File: src/rtl/dsmod2_pkg.sv
// rtl/dsmod2_pkg.sv - shared constants and helpers for the dsmod2 delta-sigma modulator
package dsmod2_pkg;

  // Extra bits on top of the sample width for the loop-filter sum:
  // in + 2*e1 - e2 spans roughly +/-7F, so n+4 bits hold it without wrap.
  localparam int GUARD_BITS = 4;

  // Error state width above the sample width (holds [-4F, 4F-1]).
  localparam int STATE_EXTRA = 2;

  function automatic bit order_valid(input int order);
    return (order == 1) || (order == 2);
  endfunction

endpackage

File: src/rtl/dsmod2_if.sv
// rtl/dsmod2_if.sv - sample/control/output bundle for dsmod2
// Ports:
//   ce      - clock enable, modulator steps on enabled edges
//   in      - signed n-bit input sample
//   ovf_clr - synchronous clear of the sticky overload flag
//   out     - registered pulse-density bit
//   ovf     - sticky overload flag
interface dsmod2_if #(
  parameter int n = 4
);
  logic                ce;
  logic signed [n-1:0] in;
  logic                ovf_clr;
  logic                out;
  logic                ovf;

  modport master (output ce, in, ovf_clr, input out, ovf);
  modport slave  (input ce, in, ovf_clr, output out, ovf);
endinterface

File: src/rtl/dsmod_sat.sv
// rtl/dsmod_sat.sv - combinational signed clamp from IW bits to the OW-bit range
// Ports:
//   din     - signed IW-bit value
//   dout    - din clamped to [-2^(OW-1), 2^(OW-1)-1]
//   clamped - high when din was outside that range
module dsmod_sat #(
  parameter int IW = 8,
  parameter int OW = 5
) (
  input  logic signed [IW-1:0] din,
  output logic signed [OW-1:0] dout,
  output logic                 clamped
);

  // Output-range limits expressed at the input width for a signed compare.
  localparam logic signed [IW-1:0] MAX_I = {{(IW-OW+1){1'b0}}, {(OW-1){1'b1}}};
  localparam logic signed [IW-1:0] MIN_I = {{(IW-OW+1){1'b1}}, {(OW-1){1'b0}}};

  always_comb begin
    dout    = din[OW-1:0];
    clamped = 1'b0;
    if (din > MAX_I) begin
      dout    = MAX_I[OW-1:0];
      clamped = 1'b1;
    end else if (din < MIN_I) begin
      dout    = MIN_I[OW-1:0];
      clamped = 1'b1;
    end
  end

endmodule

File: src/rtl/dsmod2.sv
// rtl/dsmod2.sv - first/second order delta-sigma DAC modulator with sticky overload flag
// Ports:
//   clk - system clock, rising edge
//   clr - asynchronous active-high reset
//   bus - dsmod2_if.slave: ce, in, ovf_clr in; out, ovf out
// Parameters: n (sample width, >= 2), ORDER (1 or 2).
module dsmod2
  import dsmod2_pkg::*;
#(
  parameter int n     = 4,
  parameter int ORDER = 2
) (
  input  logic     clk,
  input  logic     clr,
  dsmod2_if.slave  bus
);

  localparam int VW = n + GUARD_BITS;
  localparam int EW = n + STATE_EXTRA;

  // Feedback magnitude F = 2^(n-1) at loop-filter width.
  localparam logic signed [VW-1:0] F = {{(VW-n){1'b0}}, 1'b1, {(n-1){1'b0}}};

  if (!order_valid(ORDER)) begin : g_order_err
    $fatal(1, "dsmod2: ORDER must be 1 or 2");
  end

  logic signed [EW-1:0] e1_q, e1_d, e2_q, e2_d;
  logic                 out_q, out_d, ovf_q, ovf_d;

  logic signed [VW-1:0] in_x, e1_x, e2_x, v, q, e_raw;
  logic signed [n:0]    e_sat;
  logic                 clamp;
  logic                 y;

  // Error is clamped to [-2F, 2F-1], i.e. the range of an (n+1)-bit value.
  dsmod_sat #(.IW(VW), .OW(n + 1)) u_sat (
    .din     (e_raw),
    .dout    (e_sat),
    .clamped (clamp)
  );

  always_comb begin
    in_x = {{(VW-n){bus.in[n-1]}}, bus.in};
    e1_x = {{(VW-EW){e1_q[EW-1]}}, e1_q};
    e2_x = {{(VW-EW){e2_q[EW-1]}}, e2_q};

    if (ORDER == 2) begin
      v = in_x + (e1_x <<< 1) - e2_x;   // NTF (1 - z^-1)^2
    end else begin
      v = in_x + e1_x;
    end

    y     = ~v[VW-1];
    q     = y ? F : -F;
    e_raw = v - q;
  end

  always_comb begin
    e1_d  = e1_q;
    e2_d  = e2_q;
    out_d = out_q;
    ovf_d = ovf_q;

    if (bus.ce) begin
      e1_d  = {e_sat[n], e_sat};
      e2_d  = (ORDER == 2) ? e1_q : '0;
      out_d = y;
    end

    // A clamp on this edge wins over a coincident clear; clear ignores ce.
    if (bus.ce && clamp) begin
      ovf_d = 1'b1;
    end else if (bus.ovf_clr) begin
      ovf_d = 1'b0;
    end
  end

  always_ff @(posedge clk or posedge clr) begin
    if (clr) begin
      e1_q  <= '0;
      e2_q  <= '0;
      out_q <= 1'b0;
      ovf_q <= 1'b0;
    end else begin
      e1_q  <= e1_d;
      e2_q  <= e2_d;
      out_q <= out_d;
      ovf_q <= ovf_d;
    end
  end

  assign bus.out = out_q;
  assign bus.ovf = ovf_q;

endmodule
File: src/flat_wrapper.sv
// flat-port wrapper written by rule: the top's interface ports become plain ports
module dsmod2_flat import dsmod2_pkg::*;
#(
  parameter int n     = 4,
  parameter int ORDER = 2
)
  (clk, clr, bus_ce, bus_in, bus_ovf_clr, bus_out, bus_ovf);
  dsmod2_if #(.n(n)) bus_i ();
  input  logic clk;
  input  logic clr;
  input wire logic [$bits(bus_i.ce)-1:0] bus_ce;
  input wire logic [$bits(bus_i.in)-1:0] bus_in;
  input wire logic [$bits(bus_i.ovf_clr)-1:0] bus_ovf_clr;
  output wire logic [$bits(bus_i.out)-1:0] bus_out;
  output wire logic [$bits(bus_i.ovf)-1:0] bus_ovf;
  assign bus_i.ce = bus_ce;
  assign bus_i.in = bus_in;
  assign bus_i.ovf_clr = bus_ovf_clr;
  assign bus_out = bus_i.out;
  assign bus_ovf = bus_i.ovf;
  dsmod2 #(.n(n), .ORDER(ORDER)) u_core (.clk(clk), .clr(clr), .bus(bus_i));
endmodule
File: config.mk
export PLATFORM = sky130hd
export DESIGN_NAME = dsmod2_flat
export DESIGN_NICKNAME = d
export VERILOG_FILES = /design/src/rtl/dsmod2_pkg.sv /design/src/rtl/dsmod2_if.sv /design/src/rtl/dsmod_sat.sv /design/src/rtl/dsmod2.sv /design/src/flat_wrapper.sv
export SDC_FILE = /design/constraint.sdc
export NUM_CORES = 1
export LEC_CHECK = 0
export ABC_AREA = 1
export CAP_MARGIN = 20
export CORE_ASPECT_RATIO = 1.1
export CORE_MARGIN = 2
export CORE_UTILIZATION = 32
export DETAILED_ROUTE_END_ITERATION = 6
export GPL_ROUTABILITY_DRIVEN = 0
export GPL_TIMING_DRIVEN = 0
export PLACE_DENSITY = 0.48
export SLEW_MARGIN = 20
export SYNTH_ARGS = -nofsm -noshare
export SYNTH_HDL_FRONTEND = slang
export SYNTH_SLANG_ARGS = --single-unit
File: constraint.sdc
create_clock -name clk -period 3.1 [get_ports clk]
set_input_delay 0.62 -clock clk [delete_from_list [all_inputs] [get_ports clk]]
set_output_delay 0.62 -clock clk [all_outputs]
set_load 0.1 [all_outputs]
==> summary.md, run 1 <==
| Metric | Value |
|---|---|
| Outcome | `complete, but fails checks` |
| Failing checks | `setup timing` |
| Max clock buf depth | `2` |
| Port bufs | `9` |
| DRT met1 WL | `between 1000 and 1500 um` |
| Top post-synthesis cells by area | `dfrtp_1 26%, nand2_1 16%, ha_1 11%` |
| Drt pass-1 iters | `4` |
| Simple-gate share of the synthesized area | `approximately a third` |
| WHS | `0.4837 ns` |
| Area Growth Syn to Fin | `44.84%` |
| # rows | `22` |
| EDFF count, synth | `0` |
| CP dominant cell by count | `nand2_2` |
| WP data arrival | `around 3.3 ns` |
| Area fraction of the dominant cell type after synthesis | `25.81%` |
| Nets | `207` |
| Async S/R FF share, synth | `100.0%` |
| Slew margin rel. | `between 30% and 40%` |
| WP depth | `19` |
| Sequential fraction of the synthesis area | `25.81%` |
| Final min period | `3.149 ns` |
| Leading area contributor after synthesis | `dfrtp_1` |
| Yosys cell types | `25` |
| F_max | `between 300 and 400 MHz` |
| Hold Path Stages | `2` |
| Final setup vio count | `6` |
| Post-synthesis mux area share | `0%` |
| Count of pins over their slew limit | `0` |
| Non-filler cells, final | `230` |
| Final WS setup | `-0.04920 ns` |
| DR top layer | `met4` |
| Max incr delay on CP | `0.52 ns` |
| Fin area | `about 1700 um2` |
| Die height | `approximately 67 um` |
| RSZ-0062 raised after global routing | `true` |
| Post-DP Area | `1373 um2` |
| Largest net degree at the start of global routing | `13` |
| Global-route wire length before repair | `4202 um` |
| Tcrit/Tclk final | `101.6%` |
| CTS tree | `built` |
| Synth Instances | `156` |
| Synth Area in Compound Gates | `6.452%` |
| Cell family with most CP delay | `adder cells` |
| Crit path cell chain | `buf_6 -> clkinvlp_4 -> fa_1 -> inv_2 -> ha_4 -> a21oi_2 -> nand2_1 -> nand2_2 -> nand2_2 -> a21oi_2 -> xor2_2 -> ha_4 -> a21o_1 -> a31oi_4 -> nand2_4 -> nand2_1 -> nand2_2 -> nand2_2 -> nand2_2` |
| DIE AREA | `~4100 um2` |
| TritonCTS Buffers | `3` |
| # DRC | `0` |
| Dpl cells | `between 200 and 250` |
| CP max stage cell | `fa_1` |
| Fin Setup TNS | `-0.1721 ns` |
| Antenna Cells | `0` |
| Syn_nets | `180` |
| IO Pins | `10` |
| Post-DR wirelength/cell | `10.25 um` |
| Via count | `1011` |
| Antenna violations before repair | `0` |
| Warnings, synthesis | `0` |
| Startpoint Class | `primary input` |
| Vias in the first global route | `~1000` |
| Fraction of layout cells with a size suffix above 1 | `47.25%` |
| Core area | `3413 um2` |
| Hpwl dp | `1835 um` |
| CTS clk-pin slew, worst paths | `0.07 ns` |
| Synth Area in XOR/XNOR | `2.903%` |
| Largest family of logic cells by synthesized area | `simple AND/OR/NAND/NOR gates` |
| Clk sink count | `12` |
| Starting DRT DRC Count | `15` |
| WP buf/inv | `3` |
| Max-cap viol count | `0` |
| Worst setup path class | `primary input to flop` |
| Hold/Removal Path Class | `flop to flop` |
| Vias per cell | `4.396` |
| Drt total wl | `approximately 2400 um` |
| CP Max Fanout | `5` |
| Met2 wire length | `about 1200 um` |
| H-tree levels | `1` |
| ANT nets after route | `0` |
| Worst Path Required | `about 3.3 ns` |
| Hold Fails Final Rpt | `0` |
| Total GRT Usage | `a little over an eighth` |
| Mapped Avg Cell Area | `7.459 um2` |
| Met3 WL | `roughly 60 um` |
| CTS root buffer | `clkbuf_4` |
| Post-synth top flop | `dfrtp_1` |
| Initial Utilization | `34.09%` |
| Skew final | `0.002733 ns` |
| Grt ovf | `0` |
| Worst Max-Slew Pin Slew | `0.9667 ns` |
| Cell Area, Synth | `1164 um2` |
| Synth Area in Adders | `21.08%` |
| FF+latch count, synth | `12` |
| Clock Latency Late Sink | `0.27 ns` |
| Floorplan die width | `61.50 um` |
| Worst R2R Path Depth | `19` |
| Crit end category | `flop` |
-- final timing paths --
path	start	to	slack [ns]
max	bus_in[3]	u_core.e1_q[2]$_DFFE_PP0P_	-0.05
min in group asynchronous	clr	u_core.e1_q[1]$_DFFE_PP0P_	0.66
max reg2reg	u_core.e2_q[1]$_DFFE_PP0P_	u_core.e1_q[2]$_DFFE_PP0P_	0.02
max in group asynchronous	clr	u_core.e1_q[3]$_DFFE_PP0P_	2.13
min	u_core.e2_q[0]$_DFFE_PP0P_	u_core.e2_q[0]$_DFFE_PP0P_	0.48
min reg2reg	u_core.e2_q[0]$_DFFE_PP0P_	u_core.e2_q[0]$_DFFE_PP0P_	0.48
-- flip-flops by register name, indices dropped and copies added, names as in the netlist --
name            count
u_core.e2_q         5
u_core.bus.out      1
u_core.e1_q         5
u_core.bus.ovf      1
-- cell type report --
class                      instances  area [um2]
fill                             381        1728
buffer                             2       15.01
inverter                          34       131.4
multi-input combinational        108       930.9
tap                               48       60.06
clock buffer                       4       36.28
sequential                        12       300.3
timing repair buffer              22       211.5
-- stage by stage --
step	worst slack, ns	utilization (%)
after CTS	-0.1431	46.52
after global routing	-0.1698	49.38
after detailed placement	-0.9276	40.21
after floorplan	-0.08256	-
final	-0.04920	49.38
after global placement	-0.9144	40.21
-- cell usage after synthesis, types with 2 or more instances --
cell type	instances
fa_1	6
nand2_2	5
nand4_1	2
nand3_1	3
nand3_2	2
inv_1	32
inv_2	2
nor2_2	4
o21ai_0	6
nand2_1	50
dfrtp_1	12
ha_1	10
nand2_4	4
xor2_1	2
nor2_1	4
a21oi_1	3
-- layout by cell type (no fill, tap or decap), types with 2 or more instances in the layout --
| cell | n |
|---|---|
| nor2_1 | 3 |
| nand2_2 | 20 |
| nand4_1 | 2 |
| buf_4 | 8 |
| clkdlybuf4s50_1 | 5 |
| dfrtp_1 | 12 |
| nand2_1 | 34 |
| inv_1 | 22 |
| o21ai_0 | 6 |
| nand2_4 | 5 |
| nand3_2 | 4 |
| ha_2 | 2 |
| a21oi_2 | 2 |
| xor2_2 | 2 |
| fa_2 | 2 |
| ha_4 | 7 |
| clkbuf_4 | 3 |
| buf_6 | 7 |
| inv_2 | 11 |
| nor2_2 | 5 |
| fa_1 | 4 |
-- cells by family after synthesis --
logic type | after synthesis
compound gates | 13
xor+xnor | 3
fa+ha+maj | 16
buf+inv | 36
flops | 12
simple gates | 76
-- worst reg2reg max path, cell delays in order (launching register included) --
cell	delay, ns
dfrtp_1	0.36
inv_1	0.08
fa_1	0.46
ha_4	0.19
fa_2	0.36
nand2_2	0.09
nand2_2	0.05
nand3_2	0.07
nand2_2	0.07
nand2_4	0.09
buf_6	0.10
inv_2	0.05
ha_4	0.25
a21o_1	0.18
a31oi_4	0.22
nand2_4	0.11
nand2_1	0.09
nand2_2	0.06
nand2_2	0.06
nand2_2	0.04
-- timing repair --
item | 4_1_cts | 5_1_grt
endpoints found under the setup margin | 6 | 6
resized for setup | 32 | 27
setup buffers | 12 | 1
pin swaps | 34 | 30
hold buffers | 0 | 0
-- layer usage --
metal / track usage [%] / up-vias
li1: - / 522
met1: 16.97 / 476
met2: 23.55 / 11
met3: 1.341 / 2
met4: 3.191 / 0
met5: 0 / -
Power of run 1 is not shown: default switching activity piles up to over one toggle a cycle in this logic, so the estimate is an artifact.
==> run 2: changes to the inputs <==
- CORE_ASPECT_RATIO: 1.1 -> 0.6
- SYNTH_HIERARCHICAL: default -> 1
==> summary.md, run 2 <==
| Metric | Value |
|---|---|
| Die height | `49.62 um (was 67.25 um)` |
| Grt ovf | `0 (unchanged)` |
| Vias per cell | `4.243 (was 4.396)` |
| Skew final | `0.003603 ns (was 0.002733 ns)` |
| Global-route wire length before repair | `4188 um (was 4202 um)` |
| ANT nets after route | `0 (unchanged)` |
| Reg-to-Reg End | `u_core/e1_q[2]$_DFFE_PP0P_ (was u_core.e1_q[2]$_DFFE_PP0P_)` |
| Most common cell after layout, fill and taps aside | `nand2_1 (unchanged)` |
| Failing checks | `setup timing (unchanged)` |
| Antenna Cells | `0 (unchanged)` |
| Biggest regs | `u_core/e1_q: 5 flops, u_core/e2_q: 5 flops (was u_core.e1_q: 5 flops, u_core.e2_q: 5 flops)` |
| Largest net degree at the start of global routing | `13 (unchanged)` |
| CP Max Fanout | `5 (unchanged)` |
| Async S/R FF share, synth | `100.0% (unchanged)` |
| RSZ-0062 raised after global routing | `true (unchanged)` |
| WP data arrival | `3.28 ns (was 3.31 ns)` |
| Clk sink count | `12 (unchanged)` |
| CTS clk-pin slew, worst paths | `0.05 ns (was 0.07 ns)` |
| Fillers | `331 (was 381)` |
| Final core utilization | `47.48% (was 49.38%)` |
| Most common cell in the netlist | `inv_1 (was nand2_1)` |
| Top post-synthesis cells by area | `dfrtp_1 27%, inv_1 13%, nand2_1 13% (was dfrtp_1 26%, nand2_1 16%, ha_1 11%)` |
| Reg area | `300.3 um2 (unchanged)` |
| Final setup vio count | `5 (was 6)` |
| Warnings, synthesis | `6 (was 0)` |
| Fraction of layout cells with a size suffix above 1 | `43.35% (was 47.25%)` |
| Drt pass-1 iters | `2 (was 4)` |
| Hold EP | `u_core/bus.out$_DFFE_PP0P_ (was u_core.e2_q[0]$_DFFE_PP0P_)` |
| Floorplan die width | `80.03 um (was 61.50 um)` |
| Max-cap viol count | `0 (unchanged)` |
| Count of pins over their slew limit | `0 (unchanged)` |
| Cell Area, Synth | `1110 um2 (was 1164 um2)` |
| Hold Path Stages | `2 (unchanged)` |
| Area fraction of the dominant cell type after synthesis | `27.06% (was 25.81%)` |
| Tcrit/Tclk final | `102.5% (was 101.6%)` |
| Core area | `3283 um2 (was 3413 um2)` |
| Flop-to-flop setup slack | `-0.04 ns (was 0.02 ns)` |
| Drt total wl | `2347 um (was 2357 um)` |
| Mapped Avg Cell Area | `7.448 um2 (was 7.459 um2)` |
| IO Pins | `10 (unchanged)` |
| Worst r2r src | `u_core/e2_q[1]$_DFFE_PP0P_ (was u_core.e2_q[1]$_DFFE_PP0P_)` |
| Worst Max-Slew Pin Slew | `0.9659 ns (was 0.9667 ns)` |
| Outcome | `complete, but fails checks (unchanged)` |
| Leading area contributor after synthesis | `dfrtp_1 (unchanged)` |
| Worst Hold Launch | `u_core/bus.out$_DFFE_PP0P_ (was u_core.e2_q[0]$_DFFE_PP0P_)` |
| Vias in the first global route | `941 (was 1031)` |
| FF+latch count, synth | `12 (unchanged)` |
| Slew margin rel. | `35.41% (was 35.35%)` |
| Pre-CTS WS | `-1.051 ns (was -0.9276 ns)` |
| # DRC | `0 (unchanged)` |
| Total GRT Usage | `13.77% (was 13.26%)` |
| Hold/Removal Path Class | `flop to flop (unchanged)` |
| Multi-input logic area | `799.5 um2 (was 930.9 um2)` |
| Port bufs | `9 (unchanged)` |
| Nets | `197 (was 207)` |
| F_max | `314.6 MHz (was 317.5 MHz)` |
| Commonest cells after routing, fill and taps aside | `27 x nand2_1, 24 x inv_1, 15 x nand2_2, 13 x inv_2, 12 x dfrtp_1 (was 34 x nand2_1, 22 x inv_1, 20 x nand2_2, 12 x dfrtp_1, 11 x inv_2)` |
| CTS root buffer | `clkbuf_8 (was clkbuf_4)` |
| Final min period | `3.178 ns (was 3.149 ns)` |
| Worst R2R Path Depth | `23 (was 19)` |
| Via count | `925 (was 1011)` |
| Clock Latency Late Sink | `0.24 ns (was 0.27 ns)` |
| Crit end category | `flop (unchanged)` |
| DIE AREA | `3971 um2 (was 4135 um2)` |
| Sequential fraction of the synthesis area | `27.06% (was 25.81%)` |
| Worst Setup SP | `bus_in[1] (was bus_in[3])` |
| Post-DR wirelength/cell | `10.77 um (was 10.25 um)` |
| Hpwl dp | `1841 um (was 1835 um)` |
| Post-synth top cells | `38 x inv_1, 37 x nand2_1, 12 x dfrtp_1, 12 x o21ai_0, 9 x ha_1 (was 50 x nand2_1, 32 x inv_1, 12 x dfrtp_1, 10 x ha_1)` |
| Worst setup path class | `primary input to flop (unchanged)` |
| Initial Utilization | `33.80% (was 34.09%)` |
| Final WS setup | `-0.07840 ns (was -0.04920 ns)` |
| CTS tree | `built (unchanged)` |
| Hold Fails Final Rpt | `0 (unchanged)` |
| TritonCTS Buffers | `3 (unchanged)` |
| Max clock buf depth | `2 (unchanged)` |
| Startpoint Class | `primary input (unchanged)` |
| EDFF count, synth | `0 (unchanged)` |
| Area Growth Syn to Fin | `40.47% (was 44.84%)` |
| # rows | `16 (was 22)` |
| Syn_nets | `172 (was 180)` |
| Antenna violations before repair | `0 (unchanged)` |
| Starting DRT DRC Count | `32 (was 15)` |
| H-tree levels | `1 (unchanged)` |
| Synth Instances | `149 (was 156)` |
| Worst Path Required | `3.20 ns (was 3.26 ns)` |
| Post-synth top flop | `dfrtp_1 (unchanged)` |
| Yosys cell types | `22 (was 25)` |
| Hold_buf cts | `0 (unchanged)` |
## run 2: changes by cell type after synthesis, moves of 2 or more
cell,delta
o21ai_0,+6
clkbuf_1,+2
nand2_1,-13
nor2_2,-2
o21bai_1,+2
nand3_2,-2
nand3_1,+2
inv_1,+6
## run 2: per-layer routing
metal / track usage [%] / part of all wire [%] / routed length [um]
met5: 0 / 0 / 0
met3: 3.846 / 2.4 / 57
met4: 1.695 / 0 / 0
met1: 19.47 / 54 / 1272
met2: 21.67 / 43 / 1018
## run 2: worst max-delay path: stages
cell,delay (ns)
buf_8,0.08
inv_8,0.02
fa_1,0.46
inv_2,0.08
ha_4,0.13
inv_2,0.03
fa_2,0.34
inv_2,0.06
nand2_2,0.05
nand2_4,0.07
nand3_4,0.07
buf_4,0.14
buf_4,0.13
nand4_2,0.14
nand2_2,0.12
nor2_2,0.09
nand2_1,0.05
nand3_1,0.08
nand2_2,0.08
nor2_2,0.08
nand2_1,0.06
nand2_2,0.11
nand2_1,0.06
nand2_1,0.07
o21ai_1,0.07
## run 2: cell type report
type / count / share of cell area (%)
multi-input cells: 95 / 51.28
flip-flops and latches: 12 / 19.26
repair buffers: 21 / 11.80
inverters: 39 / 10.03
well taps: 45 / 3.612
clock buffers: 4 / 3.531
plain buffers: 2 / 0.4815
## run 2: how the worst max path moves through the flow
stage | depth (start not counted) | slack, ns | end
after global placement | 24 | -0.99 | u_core/e1_q[3]$_DFFE_PP0P_
after floorplan | 23 | -0.08 | u_core/e1_q[0]$_DFFE_PP0P_
after detailed placement | 24 | -1.05 | u_core/e1_q[3]$_DFFE_PP0P_
final | 25 | -0.08 | u_core/e1_q[2]$_DFFE_PP0P_
after CTS | 24 | -0.23 | u_core/e1_q[3]$_DFFE_PP0P_
after global routing | 24 | -0.29 | u_core/e1_q[2]$_DFFE_PP0P_
## run 2: repair_timing
| action | in CTS | in global routing |
|---|---|---|
| setup buffers | 9 | 3 |
| endpoints found under the setup margin | 6 | 6 |
| pin swaps | 27 | 31 |
| gates resized for setup | 30 | 27 |
## run 2: through the flow
step | std cells | hold WS, ns | area [um2] | TNS [ns]
floorplan | 149 | 0.4570 | 1144 | -0.3559
global placement | 203 | 0.4702 | 1290 | -5.428
detailed placement | 203 | 0.4868 | 1290 | -5.797
CTS | 216 | 0.5015 | 1473 | -1.030
global route | 218 | 0.5478 | 1559 | -1.376
finish | 218 | 0.4983 | 1559 | -0.2710
## run 2: kinds of logic (layout without fill, tap and decap cells)
logic type,Yosys count,after routing,share of synthesized area (%)
and+or+nand+nor,61,61,27.73
xor gates and xnor gates,3,3,2.368
DFF,12,12,27.06
adders and majority gates,15,15,20.97
AOI/OAI and AO/OA,16,16,7.666
buffers and inverters,42,66,14.21
Power of run 2 is left out for the same reason.
==> run 3: changes to the inputs <==
- CAP_MARGIN: 20 -> 5
==> results of run 3 <==
No change in the layout: final DEF, timing and power equal those of run 2.
Power of run 3 is left out for the same reason.
